### src/rtl/tmds_encode_hdmi.sv
// N-channel TMDS/HDMI symbol encoder: video DC-balanced coding, CTRL, TERC4 and guard bands.
// Three-stage pipeline (transition minimisation, DC balance, period mux) gated by en.
module tmds_encode_hdmi #(
  parameter int unsigned N_CH   = 3,
  parameter int unsigned W_DISP = 6
) (
  input  logic                     clk,
  input  logic                     rst,
  input  logic                     en,
  input  logic [2:0]               mode,
  input  logic [2*N_CH-1:0]        c,
  input  logic [8*N_CH-1:0]        d,
  input  logic [4*N_CH-1:0]        terc4,
  output logic [10*N_CH-1:0]       q,
  output logic [W_DISP*N_CH-1:0]   disp
);

  localparam logic [2:0] MODE_VIDEO  = 3'd1;
  localparam logic [2:0] MODE_TERC4  = 3'd2;
  localparam logic [2:0] MODE_VGUARD = 3'd3;
  localparam logic [2:0] MODE_DGUARD = 3'd4;

  localparam logic [9:0] SYM_CTRL0   = 10'b1101010100;
  localparam logic [9:0] SYM_GUARD_A = 10'b1011001100;
  localparam logic [9:0] SYM_GUARD_B = 10'b0100110011;

  localparam logic signed [W_DISP-1:0] TWO  = W_DISP'(2);
  localparam logic signed [W_DISP-1:0] ZERO = '0;

  function automatic logic [8:0] transition_min(input logic [7:0] b);
    logic [3:0] n1;
    logic       use_xnor;
    logic [8:0] r;
    n1       = 4'($countones(b));
    use_xnor = (n1 > 4'd4) || ((n1 == 4'd4) && !b[0]);
    r        = '0;
    r[0]     = b[0];
    for (int i = 1; i < 8; i++) begin
      r[i] = use_xnor ? ~(r[i-1] ^ b[i]) : (r[i-1] ^ b[i]);
    end
    r[8] = ~use_xnor;
    return r;
  endfunction

  function automatic logic [9:0] ctrl_sym(input logic [1:0] cc);
    case (cc)
      2'b00:   return 10'b1101010100;
      2'b01:   return 10'b0010101011;
      2'b10:   return 10'b0101010100;
      default: return 10'b1010101011;
    endcase
  endfunction

  function automatic logic [9:0] terc4_sym(input logic [3:0] n);
    case (n)
      4'h0:    return 10'b1010011100;
      4'h1:    return 10'b1001100011;
      4'h2:    return 10'b1011100100;
      4'h3:    return 10'b1011100010;
      4'h4:    return 10'b0101110001;
      4'h5:    return 10'b0100011110;
      4'h6:    return 10'b0110001110;
      4'h7:    return 10'b0100111100;
      4'h8:    return 10'b1011001100;
      4'h9:    return 10'b0100111001;
      4'hA:    return 10'b0110011100;
      4'hB:    return 10'b1011000111;
      4'hC:    return 10'b1010001110;
      4'hD:    return 10'b1001110001;
      4'hE:    return 10'b0101100011;
      default: return 10'b1011000011;
    endcase
  endfunction

  // Shared period/control fields travel with the data through stages 1 and 2
  logic [2:0]        s1_mode, s2_mode;
  logic [2*N_CH-1:0] s1_c, s2_c;
  logic [4*N_CH-1:0] s1_t, s2_t;

  always_ff @(posedge clk or posedge rst) begin
    if (rst) begin
      s1_mode <= '0;
      s2_mode <= '0;
      s1_c    <= '0;
      s2_c    <= '0;
      s1_t    <= '0;
      s2_t    <= '0;
    end else if (en) begin
      s1_mode <= mode;
      s2_mode <= s1_mode;
      s1_c    <= c;
      s2_c    <= s1_c;
      s1_t    <= terc4;
      s2_t    <= s1_t;
    end
  end

  for (genvar k = 0; k < N_CH; k++) begin : g_ch
    localparam int unsigned KM = k % 3;

    logic [8:0]               qm_c, s1_qm;
    logic [9:0]               sym_c, s2_sym, out_c, q_r;
    logic [3:0]               n1_c;
    logic signed [W_DISP-1:0] diff_c, cnt_nxt_c, cnt_r;

    assign qm_c = transition_min(d[k*8 +: 8]);

    // DC balance against the running disparity; diff_c = N1 - N0
    always_comb begin
      n1_c      = 4'($countones(s1_qm[7:0]));
      diff_c    = $signed(W_DISP'({n1_c, 1'b0})) - $signed(W_DISP'(8));
      sym_c     = {1'b0, s1_qm[8], s1_qm[7:0]};
      cnt_nxt_c = cnt_r - (s1_qm[8] ? ZERO : TWO) + diff_c;
      if ((cnt_r == ZERO) || (n1_c == 4'd4)) begin
        sym_c     = {~s1_qm[8], s1_qm[8], s1_qm[8] ? s1_qm[7:0] : ~s1_qm[7:0]};
        cnt_nxt_c = s1_qm[8] ? (cnt_r + diff_c) : (cnt_r - diff_c);
      end else if ((!cnt_r[W_DISP-1] && (n1_c > 4'd4)) ||
                   (cnt_r[W_DISP-1] && (n1_c < 4'd4))) begin
        sym_c     = {1'b1, s1_qm[8], ~s1_qm[7:0]};
        cnt_nxt_c = cnt_r + (s1_qm[8] ? TWO : ZERO) - diff_c;
      end
      if (s1_mode != MODE_VIDEO) begin
        cnt_nxt_c = ZERO;
      end
    end

    always_comb begin
      out_c = ctrl_sym(s2_c[k*2 +: 2]);
      case (s2_mode)
        MODE_VIDEO:  out_c = s2_sym;
        MODE_TERC4:  out_c = terc4_sym(s2_t[k*4 +: 4]);
        MODE_VGUARD: out_c = (KM == 1) ? SYM_GUARD_B : SYM_GUARD_A;
        MODE_DGUARD: out_c = (KM == 0) ? terc4_sym(s2_t[k*4 +: 4]) : SYM_GUARD_B;
        default: ;
      endcase
    end

    always_ff @(posedge clk or posedge rst) begin
      if (rst) begin
        s1_qm  <= '0;
        s2_sym <= '0;
        cnt_r  <= '0;
        q_r    <= SYM_CTRL0;
      end else if (en) begin
        s1_qm  <= qm_c;
        s2_sym <= sym_c;
        cnt_r  <= cnt_nxt_c;
        q_r    <= out_c;
      end
    end

    assign q[k*10 +: 10]          = q_r;
    assign disp[k*W_DISP +: W_DISP] = cnt_r;
  end

endmodule
### config.mk
export PLATFORM = sky130hd
export DESIGN_NAME = tmds_encode_hdmi
export DESIGN_NICKNAME = d
export VERILOG_FILES = /design/src/rtl/tmds_encode_hdmi.sv
export SDC_FILE = /design/constraint.sdc
export NUM_CORES = 1
export LEC_CHECK = 0
export CORE_MARGIN = 2
export CORE_UTILIZATION = 40
export DETAILED_ROUTE_END_ITERATION = 10
export GPL_ROUTABILITY_DRIVEN = 0
export SLEW_MARGIN = 0
export SYNTH_ARGS = -nofsm -noshare
export SYNTH_HDL_FRONTEND = slang
export SYNTH_SLANG_ARGS = --single-unit
### constraint.sdc
create_clock -name clk -period 9.4 [get_ports clk]
set_clock_uncertainty 0.15 [all_clocks]
set_input_delay 0.94 -clock clk [delete_from_list [all_inputs] [get_ports clk]]
set_output_delay 0.94 -clock clk [all_outputs]
set_load 0.005 [all_outputs]
; Word level (Yosys, flattened, before mapping)
; Memory sizes are Yosys's and may differ from the RTL's.
; Cells that the tools add are included.
; Widths: inputs -> output; s select.
[classes]
n_addsub = 63
n_mul = 0
div = 0
n_lt_le_gt_ge = 9
eq_ne = 17
shifts = 0
mux = 54
bitwise_logic = 51
reduce_logical = 31
[ops]
columns = cell, count
row1 = $pmux 10 s3, 4
row2 = $pmux 10 s4, 2
row3 = $mux 6, 12
row4 = $mux 10, 6
row5 = $add 1x1->2, 24
row6 = $add 2x2->3, 12
row7 = $add 6x6->6, 6
row8 = $sub 6x6->6, 6
row9 = $not 1->1, 27
row10 = $add 3x3->4, 6
row11 = $eq 4x3->1 const B, 6
row12 = $gt 4x3->1 const B, 6
row13 = $mux 8, 3
row14 = $not 8->8, 3
row15 = $mux 1, 21
row16 = $xor 1x1->1, 21
row17 = $add 6x3->6, 3
row18 = $logic_not 6->1, 3
row19 = $sub 5x4->6 const B, 3
row20 = $sub 6x3->6, 3
row21 = $lt 4x3->1 const B, 3
row22 = $mux 2, 6
row23 = $logic_and 1x1->1, 9
row24 = $logic_or 1x1->1, 9
row25 = 9 further kinds, 21
[totals]
reg_bits = 147
latch_bits = 0
ram_bits = 0
romBits = 640
memories = 4
[mem_list]
columns = memory, words, word_bits, read_ports, rd_clocked_by_memory_dff, write_ports, line
row1 = (no name shown), 16, 10, 1, 0, 0, 55  ; case (n)
row2 = (no name shown), 16, 10, 1, 0, 0, 55
row3 = (no name shown), 16, 10, 1, 0, 0, 55
row4 = (no name shown), 16, 10, 1, 0, 0, 55

; Longest topological paths before layout
; Gate-level depths: netlist of run 1.
[depth]
ltp_word = 25
ltp_mapped = 18

; Least setup slack after synthesis of run 1
; Ideal clock, no wire load.
[synth_timing]
path_type = register -> register
from = reg g_ch[0].s1_qm[0]
to = reg g_ch[0].cnt_r[5]
setup_time_ps = 121
t_arrival_ps = 4341
required_time_ps = 9129
slack_ps = 4788
path_stages_with_launch = 19
period_less_slack_ps = 4612
path_cell_list = dfrtp_1 inv_1 fa_1 fa_1 fa_1 inv_1 ha_1 fa_1 xor2_1 ha_1 inv_1 ha_1 inv_1 ha_1 a21oi_1 xnor2_1 nand2_1 o211ai_1 a22o_1
[synth_between]
elab_chain_len = 9
[synth_rtl]
columns = element, line
row1 = "start, declared", 101  ; logic [8:0] qm_c, s1_qm;
row2 = "start signal, assigned", 145  ; s1_qm <= qm_c;
row3 = $add 1x1->2 (not written as such) *, 110  ; n1_c = 4'($countones(s1_qm[7:0]));
row4 = $add 2x2->3 (not written as such) *, 110
row5 = $add 3x3->4 (not written as such) *, 110
row6 = branches (longest 4 deep; another with $sub 5x4->6), --
row7 = $mux 6 *, 114  ; if ((cnt_r == ZERO) || (n1_c == 4'd4)) begin
row8 = $mux 6 *, 122  ; if (s1_mode != MODE_VIDEO) begin
row9 = "end signal, assigned", 147  ; cnt_r <= cnt_nxt_c;
row10 = "end, declared", 104  ; logic signed [W_DISP-1:0] diff_c, cnt_nxt_c, cnt_r;
; Every way passes the cells marked *.
; A chain may end at the register's enable or synchronous reset.

; Final worst setup path of run 1
[layout_timing]
from = reg g_ch[2].s1_qm[0]
to = reg g_ch[2].s2_sym[9]
[layout_between]
elab_chain_len = 8
[layout_rtl]
columns = element, line
row1 = "start, declared", 101
row2 = "start signal, assigned", 145
row3 = $add 1x1->2 (not written as such) *, 110
row4 = $add 2x2->3 (not written as such) *, 110
row5 = $add 3x3->4 (not written as such) *, 110
row6 = $gt 4x3->1 / $lt 4x3->1 (equally long branches), "117, 118"
row7 = $logic_and 1x1->1 (on tied branches), "117, 118"
row8 = $logic_or 1x1->1, 117  ; end else if ((!cnt_r[W_DISP-1] && (n1_c > 4'd4)) ||
row9 = $mux 10, 117
row10 = $mux 10 *, 114
row11 = "end signal, assigned", 146  ; s2_sym <= sym_c;
row12 = "end, declared", 102  ; logic [9:0] sym_c, s2_sym, out_c, q_r;
; Every way passes the cells marked *; elsewhere a longest branch is shown, timed or not.

==> key figures, run 1 <==
Routing
  – Detail Route Antenna Nets: 0
  – Vias: 8049
  – TritonRoute pass-1 iters: 5
  – DR WL/cell: 15.6 um
  – WL final: 24500 um
  – DRC viols: 0
  – Initial DRC count: 436
  – Via/cell ratio: 5.11

Synth
  – Synth async-reset ratio: 1.00
  – Number of synthesized flops with an enable pin: 0
  – Syn Inst Count: 1158
  – Yosys warns: 0
  – Average size of a mapped cell: 9.43 um^2
  – Top_reg_cell synth: dfrtp_1
  – Seq/Total Area, Yosys: 0.332
  – Area of the mapped netlist: 10900 um^2
  – Post-synth cell types: 59
  – Yosys reg bits: 144

Critical path
  – CP max stage delay: 0.89 ns
  – Crit start category: register
  – CP max stage cell: o211ai_1
  – Most frequent CP cell: fa_1
  – Worst-path fanout max: 9
  – Reg2Reg Depth: 13
  – Buf/Inv on CP: 3
  – Crit Path Category: reg2reg
  – Crit-path cells: inv_1 > fa_1 > fa_1 > fa_1 > inv_1 > ha_1 > fa_1 > xor2_1 > ha_1 > a32o_1 > inv_1 > o211ai_1 > o21ai_0
  – CP endpoint kind: register
  – Worst path required time: 9.48 ns
  – R2r setup slk: 4.13 ns
  – Worst r2r src: g_ch[2].s1_qm[0]
  – Reg2reg end: g_ch[2].s2_sym[9]
  – CP top delay family: adder cells
  – Critical Path AT: 5.35 ns

Min path
  – Hold Path Depth: 1
  – Hold Path End: g_ch[1].s2_sym[3]
  – Worst min path class: reg2reg
  – Hold path startpoint: g_ch[1].s1_qm[3]

Global route
  – GR Overflow Total: 0
  – First-pass GRT wire length: 41200 um
  – Initial antenna violation count: 0
  – Vias in the first global route: 8112
  – Total track usage: 0.179
  – Largest net degree at the start of global routing: 100

Clock network
  – CTS Sinks: 144
  – Root buf cell: clkbuf_16
  – Worst-Skew Late Latency: 0.43 ns
  – CTS tree: done
  – Postcts setup bufs: 0
  – Resized cells post-CTS: 0
  – CTS buffer count: 17
  – H-Tree Depth: 4
  – Clock slew at reported path FFs: 0.07 ns
  – Hold-fix buffers, CTS: 0
  – Max Root-Sink Buffers: 2

STA
  – RSZ-0062 raised after global routing: false
  – Setup TNS: 0 ns
  – Final Hold Fails: 0
  – Maximum clock rate: 190 MHz
  – Fin crit period: 5.27 ns
  – Worst slew pin tran: 1.17 ns
  – Number of max-slew violations in the final report: 0
  – Final setup vio count: 0
  – Part of the cycle the worst path needs: 0.561
  – Max_slew headroom: 0.214

Cells and area
  – Area Growth Syn to Fin: 16.1%
  – Most common cell after layout, fill and taps aside: inv_1
  – Fill count: 2597
  – Finished Core Util: 0.472
  – Layout cells sized above 1: 0.0794
  – Antenna cells: 0
  – Most frequent cells in the layout: inv_1, dfrtp_1, ha_1, a21oi_1, clkdlybuf4s50_1
  – Final nets: 1422

Job
  – Max-cap violations: 0

Die
  – Die Span Y: 169 um
  – Site Rows: 60
  – Die X-Extent: 169 um
  – Core Footprint: 26900 um^2
  – Top Ports: 96
  – Initial cell density of the core: 0.406
  – Die area: 28600 um^2

Status
  – Outcome: finished, final reports clean

Placement
  – PortBufs: 92
  – Post-DP HPWL: 18400 um
==> flip-flops by register name, indices dropped and copies added, names as in the netlist <==
register	count
s1_c	6
s1_mode	3
g_ch.q_r	30
g_ch.s1_qm	27
g_ch.s2_sym	30
s2_c	6
s2_t	12
g_ch.cnt_r	15
s1_t	12
s2_mode	3
==> area by class of cell <==
class                   count  area, um^2  area share
clock inverters            13         150      0.0118
flip-flops and latches    144        3620       0.286
well taps                 341         427      0.0337
clock buffers              19         443      0.0349
multi-input cells         804        6480       0.511
inverters                 158         598      0.0472
repair buffers             96         952      0.0751
==> cell families after synthesis <==
group,count (synthesis),share of synthesized area
and+or+nand+nor,197,0.0754
xor gates and xnor gates,93,0.0812
AOI/OAI and AO/OA,284,0.160
buffers and inverters,212,0.0753
other,1,0.000343
muxes,74,0.0735
DFF,144,0.332
adders and majority gates,153,0.202
==> metal layers <==
layer | vias to the layer above | global-route usage | part of all wire
met4 | 0 | 0.0509 | 0.017
met3 | 29 | 0.0254 | 0.027
met2 | 147 | 0.292 | 0.47
li1 | 4013 | - | -
met1 | 3860 | 0.248 | 0.48
met5 | - | 0 | 0
==> how the worst max path moves through the flow <==
| stage | endpoint | depth (start not counted) | start |
|---|---|---|---|
| CTS | g_ch[2].s2_sym[9] | 13 | g_ch[2].s1_qm[0] |
| global route | g_ch[1].s2_sym[9] | 14 | g_ch[1].s1_qm[0] |
| global placement | g_ch[2].s1_qm[7] | 13 | d[16] |
| floorplan | g_ch[0].cnt_r[1] | 1 | rst |
| finish | g_ch[2].s2_sym[9] | 13 | g_ch[2].s1_qm[0] |
| detailed placement | g_ch[2].s1_qm[7] | 13 | d[16] |
==> synth_stat cells (all sizes together) (3+ instances only) <==
master	n	area, um^2
a211oi	11	82.6
a21o	22	165
a21oi	97	489
a22o	6	52.6
a22oi	4	30.0
a31oi	16	100
a32o	3	30.0
and2	3	18.8
buf	18	93.8
clkbuf	36	135
dfrtp	129	3230
dfstp	15	394
fa	39	781
ha	114	1430
inv	158	593
mux2	36	409
mux2i	38	393
nand2	77	289
nand2b	5	31.3
nand3b	3	22.5
nor2	87	327
nor2b	6	37.5
nor3	9	45.0
o211ai	15	113
o21a	3	22.5
o21ai	65	325
o22a	4	35.0
o22ai	13	81.3
o31ai	4	30.0
o32a	5	50.1
xnor2	66	623
xor2	25	219
==> per-stage QoR <==
| step | setup slack [ns] | cell area [um^2] | std cells | hold WS [ns] |
|---|---|---|---|---|
| global route | 3.74 | 12700 | 1575 | 0.345 |
| global placement | 4.16 | 12100 | 1543 | 0.302 |
| finish | 4.13 | 12700 | 1575 | 0.323 |
| CTS | 4.06 | 12700 | 1575 | 0.326 |
| floorplan | 4.47 | 10900 | 1160 | 0.295 |
| detailed placement | 4.12 | 12100 | 1543 | 0.318 |
Power of run 1 is not shown: default switching activity piles up to over one toggle a cycle in this logic, so the estimate is an artifact.
==> run 2, diff against run 1 <==
- clock period: 9.4 -> 4.4 ns (I/O delays scaled with it)
==> run 2 against run 1 <==
Critical path depth is 5 higher. The run now ends with setup timing left. Non-clock buffer count is 87 higher. First-iteration DRC count is 7.6% higher. Setup slack worse by 4.3 ns. Critical path type unchanged. Final cell count is 5.5% higher. Die area stayed put.
==> key figures, run 2 (same netlist as run 1, synthesis figures left out) <==
Clock network
  – Worst-Skew Late Latency: 0.43 ns (about the same)
  – Root buf cell: clkbuf_16 (unchanged)
  – H-Tree Depth: 4 (unchanged)
  – Clock slew at reported path FFs: 0.06 ns (was 0.07 ns)
  – CTS buffer count: 17 (unchanged)
  – Hold-fix buffers, CTS: 0 (unchanged)
  – CTS Sinks: 144 (unchanged)
  – Max Root-Sink Buffers: 2 (unchanged)
  – CTS tree: done (unchanged)

Status
  – Outcome: finished, violations left (was finished, final reports clean)
  – Failing checks: setup timing

STA
  – Setup TNS: -0.761 ns (was 0 ns)
  – Final WS setup: -0.145 ns (was 4.13 ns)
  – Hold_ws: 0.134 ns (was 0.323 ns)
  – Part of the cycle the worst path needs: 1.03 (was 0.561)
  – Fin crit period: 4.54 ns (was 5.27 ns)
  – RSZ-0062 raised after global routing: true (was false)
  – Worst slew pin tran: 0.878 ns (was 1.17 ns)
  – Number of max-slew violations in the final report: 0 (unchanged)
  – Maximum clock rate: 220 MHz (was 190 MHz)
  – Final setup vio count: 11 (was 0)
  – Max_slew headroom: 0.415 (was 0.214)
  – Final Hold Fails: 0 (unchanged)

Routing
  – Wire length on met1: 12100 um (was 11800 um)
  – Vias: 8542 (was 8049)
  – DR WL/cell: 15.7 um (was 15.6 um)
  – Met3 wire len: 674 um (was 673 um)
  – Initial DRC count: 469 (was 436)
  – Detail Route Antenna Nets: 0 (unchanged)
  – DRC viols: 0 (unchanged)
  – Via/cell ratio: 5.14 (was 5.11)
  – Max layer used: met4 (unchanged)
  – TritonRoute pass-1 iters: 6 (was 5)
  – Wire length on met2: 13000 um (was 11600 um)
  – WL final: 26100 um (was 24500 um)

Critical path
  – Crit Path Category: reg2reg (unchanged)
  – Crit start category: register (unchanged)
  – R2r setup slk: -0.14 ns (was 4.13 ns)
  – Critical Path AT: 4.71 ns (was 5.35 ns)
  – Reg2reg end: g_ch[2].cnt_r[5] (was g_ch[2].s2_sym[9])
  – Worst-path fanout max: 3 (was 9)
  – Worst path required time: 4.57 ns (was 9.48 ns)
  – Setup crit start: g_ch[2].s1_qm[1] (was g_ch[2].s1_qm[0])
  – Worst r2r src: g_ch[2].s1_qm[1] (was g_ch[2].s1_qm[0])
  – CP endpoint kind: register (unchanged)
  – Reg2Reg Depth: 18 (was 13)
  – Critical Path Sink: g_ch[2].cnt_r[5] (was g_ch[2].s2_sym[9])

Global route
  – Vias in the first global route: 8086 (was 8112)
  – Largest net degree at the start of global routing: 83 (was 100)
  – First-pass GRT wire length: 41500 um (was 41200 um)
  – Initial antenna violation count: 0 (unchanged)
  – Total track usage: 0.181 (was 0.179)
  – GR Overflow Total: 0 (unchanged)

Cells and area
  – Area Growth Syn to Fin: 31.0% (was 16.1%)
  – Non-filler instance count after layout: 1662 (was 1575)
  – Final nets: 1509 (was 1422)
  – Most common cell after layout, fill and taps aside: dfrtp_1 (was inv_1)
  – Most frequent cells in the layout: dfrtp_1, inv_1, clkdlybuf4s50_1, nor2_1, ha_1 (was inv_1, dfrtp_1, ha_1, a21oi_1, clkdlybuf4s50_1)
  – Antenna cells: 0 (unchanged)
  – Layout cells sized above 1: 0.239 (was 0.0794)
  – Biggest regs: g_ch.q_r (30), g_ch.s2_sym (30), g_ch.s1_qm (27) (unchanged)

Placement
  – PortBufs: 92 (unchanged)
  – Post-DP HPWL: 19000 um (was 18400 um)
  – Placed Cells: 1608 (was 1543)

Job
  – Max-cap violations: 0 (unchanged)

Die
  – Site Rows: 60 (unchanged)
  – Die Span Y: 169 um (unchanged)
  – Die area: 28600 um^2 (unchanged)
  – Core Footprint: 26900 um^2 (unchanged)
  – Die X-Extent: 169 um (unchanged)
  – Top Ports: 96 (unchanged)
  – Initial cell density of the core: 0.406 (unchanged)

Min path
  – Worst min path class: in2async (was reg2reg)
## run 2: cell types whose count changed in the layout (fill, tap and decap cells not counted), moves of 15 or more
cell     delta
a21oi_1    -18
a21oi_2    +15
inv_2      +25
ha_4       +29
ha_1       -31
inv_1      -33
buf_4      +66
## run 2: area by class of cell
| class | instances | area, um^2 |
|---|---|---|
| Clock inverter | 14 | 154 |
| Fill cell | 2446 | 12600 |
| Multi-Input combinational cell | 804 | 7280 |
| Timing Repair Buffer | 183 | 1760 |
| Sequential cell | 144 | 3620 |
| Inverter | 158 | 619 |
| Tap cell | 341 | 427 |
| Clock buffer | 18 | 439 |
## run 2: how the worst min path moves through the flow
stage	to	depth (start not counted)	from	slack, ns
after floorplan	g_ch[1].s2_sym[0]	1	g_ch[1].s1_qm[0]	0.29
after global placement	s2_t[4]	2	s1_t[4]	0.32
after detailed placement	g_ch[2].q_r[9]	2	g_ch[2].q_r[9]	0.32
after CTS	g_ch[1].s1_qm[8]	2	rst	0.13
after global routing	g_ch[1].s1_qm[8]	2	rst	0.14
final	g_ch[1].s1_qm[8]	2	rst	0.13
## run 2: what timing repair did
action,CTS,global route
endpoints found under the setup margin,38,42
gates cloned,0,3
setup buffers,9,13
resized for setup,32,98
pin swaps,51,42
## run 2: metal layers
layer  up-vias  GRT usage
li1       4185          -
met1      4189      0.247
met2       145      0.302
met3        23     0.0245
met4         0     0.0498
met5         -          0
## run 2: worst max-delay path, cell delays in order (launching register included)
cell	delay [ns]
dfrtp_1	0.36
inv_2	0.05
fa_1	0.56
fa_1	0.43
fa_1	0.50
inv_2	0.05
ha_4	0.16
fa_2	0.59
inv_4	0.06
ha_4	0.20
mux2_4	0.29
inv_2	0.07
fa_2	0.21
inv_2	0.03
a21o_1	0.15
a21oi_2	0.13
xnor2_1	0.13
a21oi_1	0.08
a22o_1	0.23
## run 2: stage by stage
stage	worst slack, ns	util	cell area (um^2)
2_1_floorplan	-0.0263	-	11200
6_report	-0.145	0.532	14300
3_5_place_dp	-0.217	0.479	12900
5_1_grt	-0.321	0.532	14300
4_1_cts	-0.132	0.511	13700
3_3_place_gp	-0.148	0.479	12900
Power of run 2 is left out for the same reason.
==> run 3, diff against run 2 <==
- CORE_MARGIN: 2 -> 8
==> run 3 against run 2 <==
The run still ends with setup timing left. Critical endpoint is now g_ch[0].cnt_r[5]. Final cell count fell by 0.66%. Worst hold slack better by 0.14 ns. Register-to-register slack gained 0.02 ns. Routed wire length rose by 3.0%. Core utilization shrank 1.1 points. First-iteration DRC count rose by 8.7%. Global-route usage shrank 1.8 points.
==> key figures, run 3 (same netlist as run 1, synthesis figures left out) <==
Die
  – Core Footprint: 26900 um^2 (unchanged)
  – Die Span Y: 181 um (was 169 um)
  – Initial cell density of the core: 0.406 (unchanged)
  – Top Ports: 96 (unchanged)
  – Site Rows: 60 (unchanged)
  – Die area: 32800 um^2 (was 28600 um^2)
  – Die X-Extent: 181 um (was 169 um)

STA
  – Fin crit period: 4.52 ns (was 4.54 ns)
  – Max_slew headroom: 0.406 (was 0.415)
  – Number of max-slew violations in the final report: 0 (unchanged)
  – Final setup vio count: 6 (was 11)
  – Maximum clock rate: 221 MHz (was 220 MHz)
  – Part of the cycle the worst path needs: 1.03 (about the same)
  – RSZ-0062 raised after global routing: true (unchanged)
  – Final Hold Fails: 0 (unchanged)
  – Worst slew pin tran: 0.892 ns (was 0.878 ns)
  – Final WS setup: -0.122 ns (was -0.145 ns)
  – Hold_ws: 0.278 ns (was 0.134 ns)

Cells and area
  – Final nets: 1498 (was 1509)
  – Biggest regs: g_ch.q_r (30), g_ch.s2_sym (30), g_ch.s1_qm (27) (unchanged)
  – Layout cells sized above 1: 0.212 (was 0.239)
  – Most common cell after layout, fill and taps aside: inv_1 (was dfrtp_1)
  – Antenna cells: 0 (unchanged)
  – Area Growth Syn to Fin: 28.4% (was 31.0%)
  – Most frequent cells in the layout: inv_1, dfrtp_1, clkdlybuf4s50_1, ha_1, nor2_1 (was dfrtp_1, inv_1, clkdlybuf4s50_1, nor2_1, ha_1)
  – Area of the multi-input gates: 7100 um^2 (was 7280 um^2)
  – Finished Core Util: 0.522 (was 0.532)
  – Total area of sequential cells: 3620 um^2 (unchanged)
  – Fill count: 2452 (was 2446)

Critical path
  – Critical Path AT: 4.69 ns (was 4.71 ns)
  – Worst-path fanout max: 3 (unchanged)
  – Crit start category: register (unchanged)
  – CP endpoint kind: register (unchanged)
  – Worst path required time: 4.57 ns (about the same)
  – R2r setup slk: -0.12 ns (was -0.14 ns)
  – Crit Path Category: reg2reg (unchanged)

Routing
  – Vias: 8453 (was 8542)
  – WL final: 26900 um (was 26100 um)
  – TritonRoute pass-1 iters: 4 (was 6)
  – DR WL/cell: 16.3 um (was 15.7 um)
  – Via/cell ratio: 5.12 (was 5.14)
  – Initial DRC count: 510 (was 469)
  – Detail Route Antenna Nets: 0 (unchanged)
  – DRC viols: 0 (unchanged)

Global route
  – First-pass GRT wire length: 44300 um (was 41500 um)
  – Initial antenna violation count: 0 (unchanged)
  – GR Overflow Total: 0 (unchanged)
  – Vias in the first global route: 8761 (was 8086)
  – Largest net degree at the start of global routing: 86 (was 83)
  – Total track usage: 0.163 (was 0.181)

Clock network
  – H-Tree Depth: 4 (unchanged)
  – CTS tree: done (unchanged)
  – Max Root-Sink Buffers: 2 (unchanged)
  – CTS Sinks: 144 (unchanged)
  – Root buf cell: clkbuf_16 (unchanged)
  – Clock slew at reported path FFs: 0.06 ns (about the same)
  – CTS buffer count: 17 (unchanged)
  – Worst-Skew Late Latency: 0.43 ns (about the same)

Status
  – Failing checks: setup timing (unchanged)
  – Outcome: finished, violations left (unchanged)

Min path
  – Worst min path class: in2reg (was in2async)

Job
  – Max-cap violations: 0 (unchanged)

Placement
  – Post-DP HPWL: 19800 um (was 19000 um)
  – PortBufs: 92 (unchanged)
[run 3: cell count changes in the layout (fill, tap and decap cells not counted), moves of 5 or more]
cell | previous run | this run
inv_6 | 5 | 0
inv_2 | 25 | 20
ha_4 | 29 | 22
inv_1 | 124 | 134
buf_4 | 70 | 64
[run 3: layout make-up]
| cell class | count | area share |
|---|---|---|
| clock buffer | 23 | 0.0334 |
| clock inverter | 9 | 0.0112 |
| inverter | 158 | 0.0431 |
| multi-input combinational | 804 | 0.507 |
| sequential | 144 | 0.258 |
| tap | 341 | 0.0304 |
| timing repair buffer | 172 | 0.117 |
[run 3: repair_timing]
action / CTS / global route
gates cloned: 0 / 2
hold buffers: 0 / 0
gates resized for setup: 33 / 51
pin swaps: 53 / 41
setup endpoints to repair: 32 / 42
buffers inserted: 7 / 8
[run 3: critical path, stage by stage, from the launching register on]
cell     delay, ns
dfrtp_1       0.37
inv_2         0.06
fa_1          0.55
fa_1          0.42
fa_1          0.49
inv_1         0.04
ha_2          0.18
fa_2          0.54
inv_2         0.06
ha_4          0.20
mux2_4        0.29
inv_2         0.06
fa_2          0.19
inv_1         0.04
a21o_1        0.18
a21oi_2       0.13
xnor2_1       0.15
a21oi_1       0.09
a22o_1        0.23
[run 3: path summary, 6_finish.rpt]
check                                       from          endpoint  cells after the start
max in group asynchronous                    rst    g_ch[0].q_r[8]                      3
worst min-delay path                          en    g_ch[0].q_r[8]                      3
worst min register to register    g_ch[2].q_r[9]    g_ch[2].q_r[9]                      2
min in group asynchronous                    rst  g_ch[1].cnt_r[3]                      2
worst max register to register  g_ch[0].s1_qm[1]  g_ch[0].cnt_r[5]                     18
worst max-delay path            g_ch[0].s1_qm[1]  g_ch[0].cnt_r[5]                     18
[run 3: metrics by stage]
stage / cells / setup WS, ns / area [um^2] / setup TNS (ns)
after detailed placement: 1603 / -0.251 / 12800 / -3.38
final: 1651 / -0.122 / 14000 / -0.443
after CTS: 1642 / -0.146 / 13700 / -0.571
after global placement: 1603 / -0.178 / 12800 / -2.22
after global routing: 1651 / -0.249 / 14000 / -2.84
after floorplan: 1160 / -0.0263 / 11200 / -0.115
[run 3: layer usage]
metal | global-route usage | routed length, um | vias up
met5 | 0 | 0 | -
met4 | 0.0410 | 368 | 0
met3 | 0.0277 | 653 | 24
met2 | 0.278 | 13300 | 118
met1 | 0.211 | 12600 | 4143
li1 | - | - | 4168
Power of run 3 is left out for the same reason.
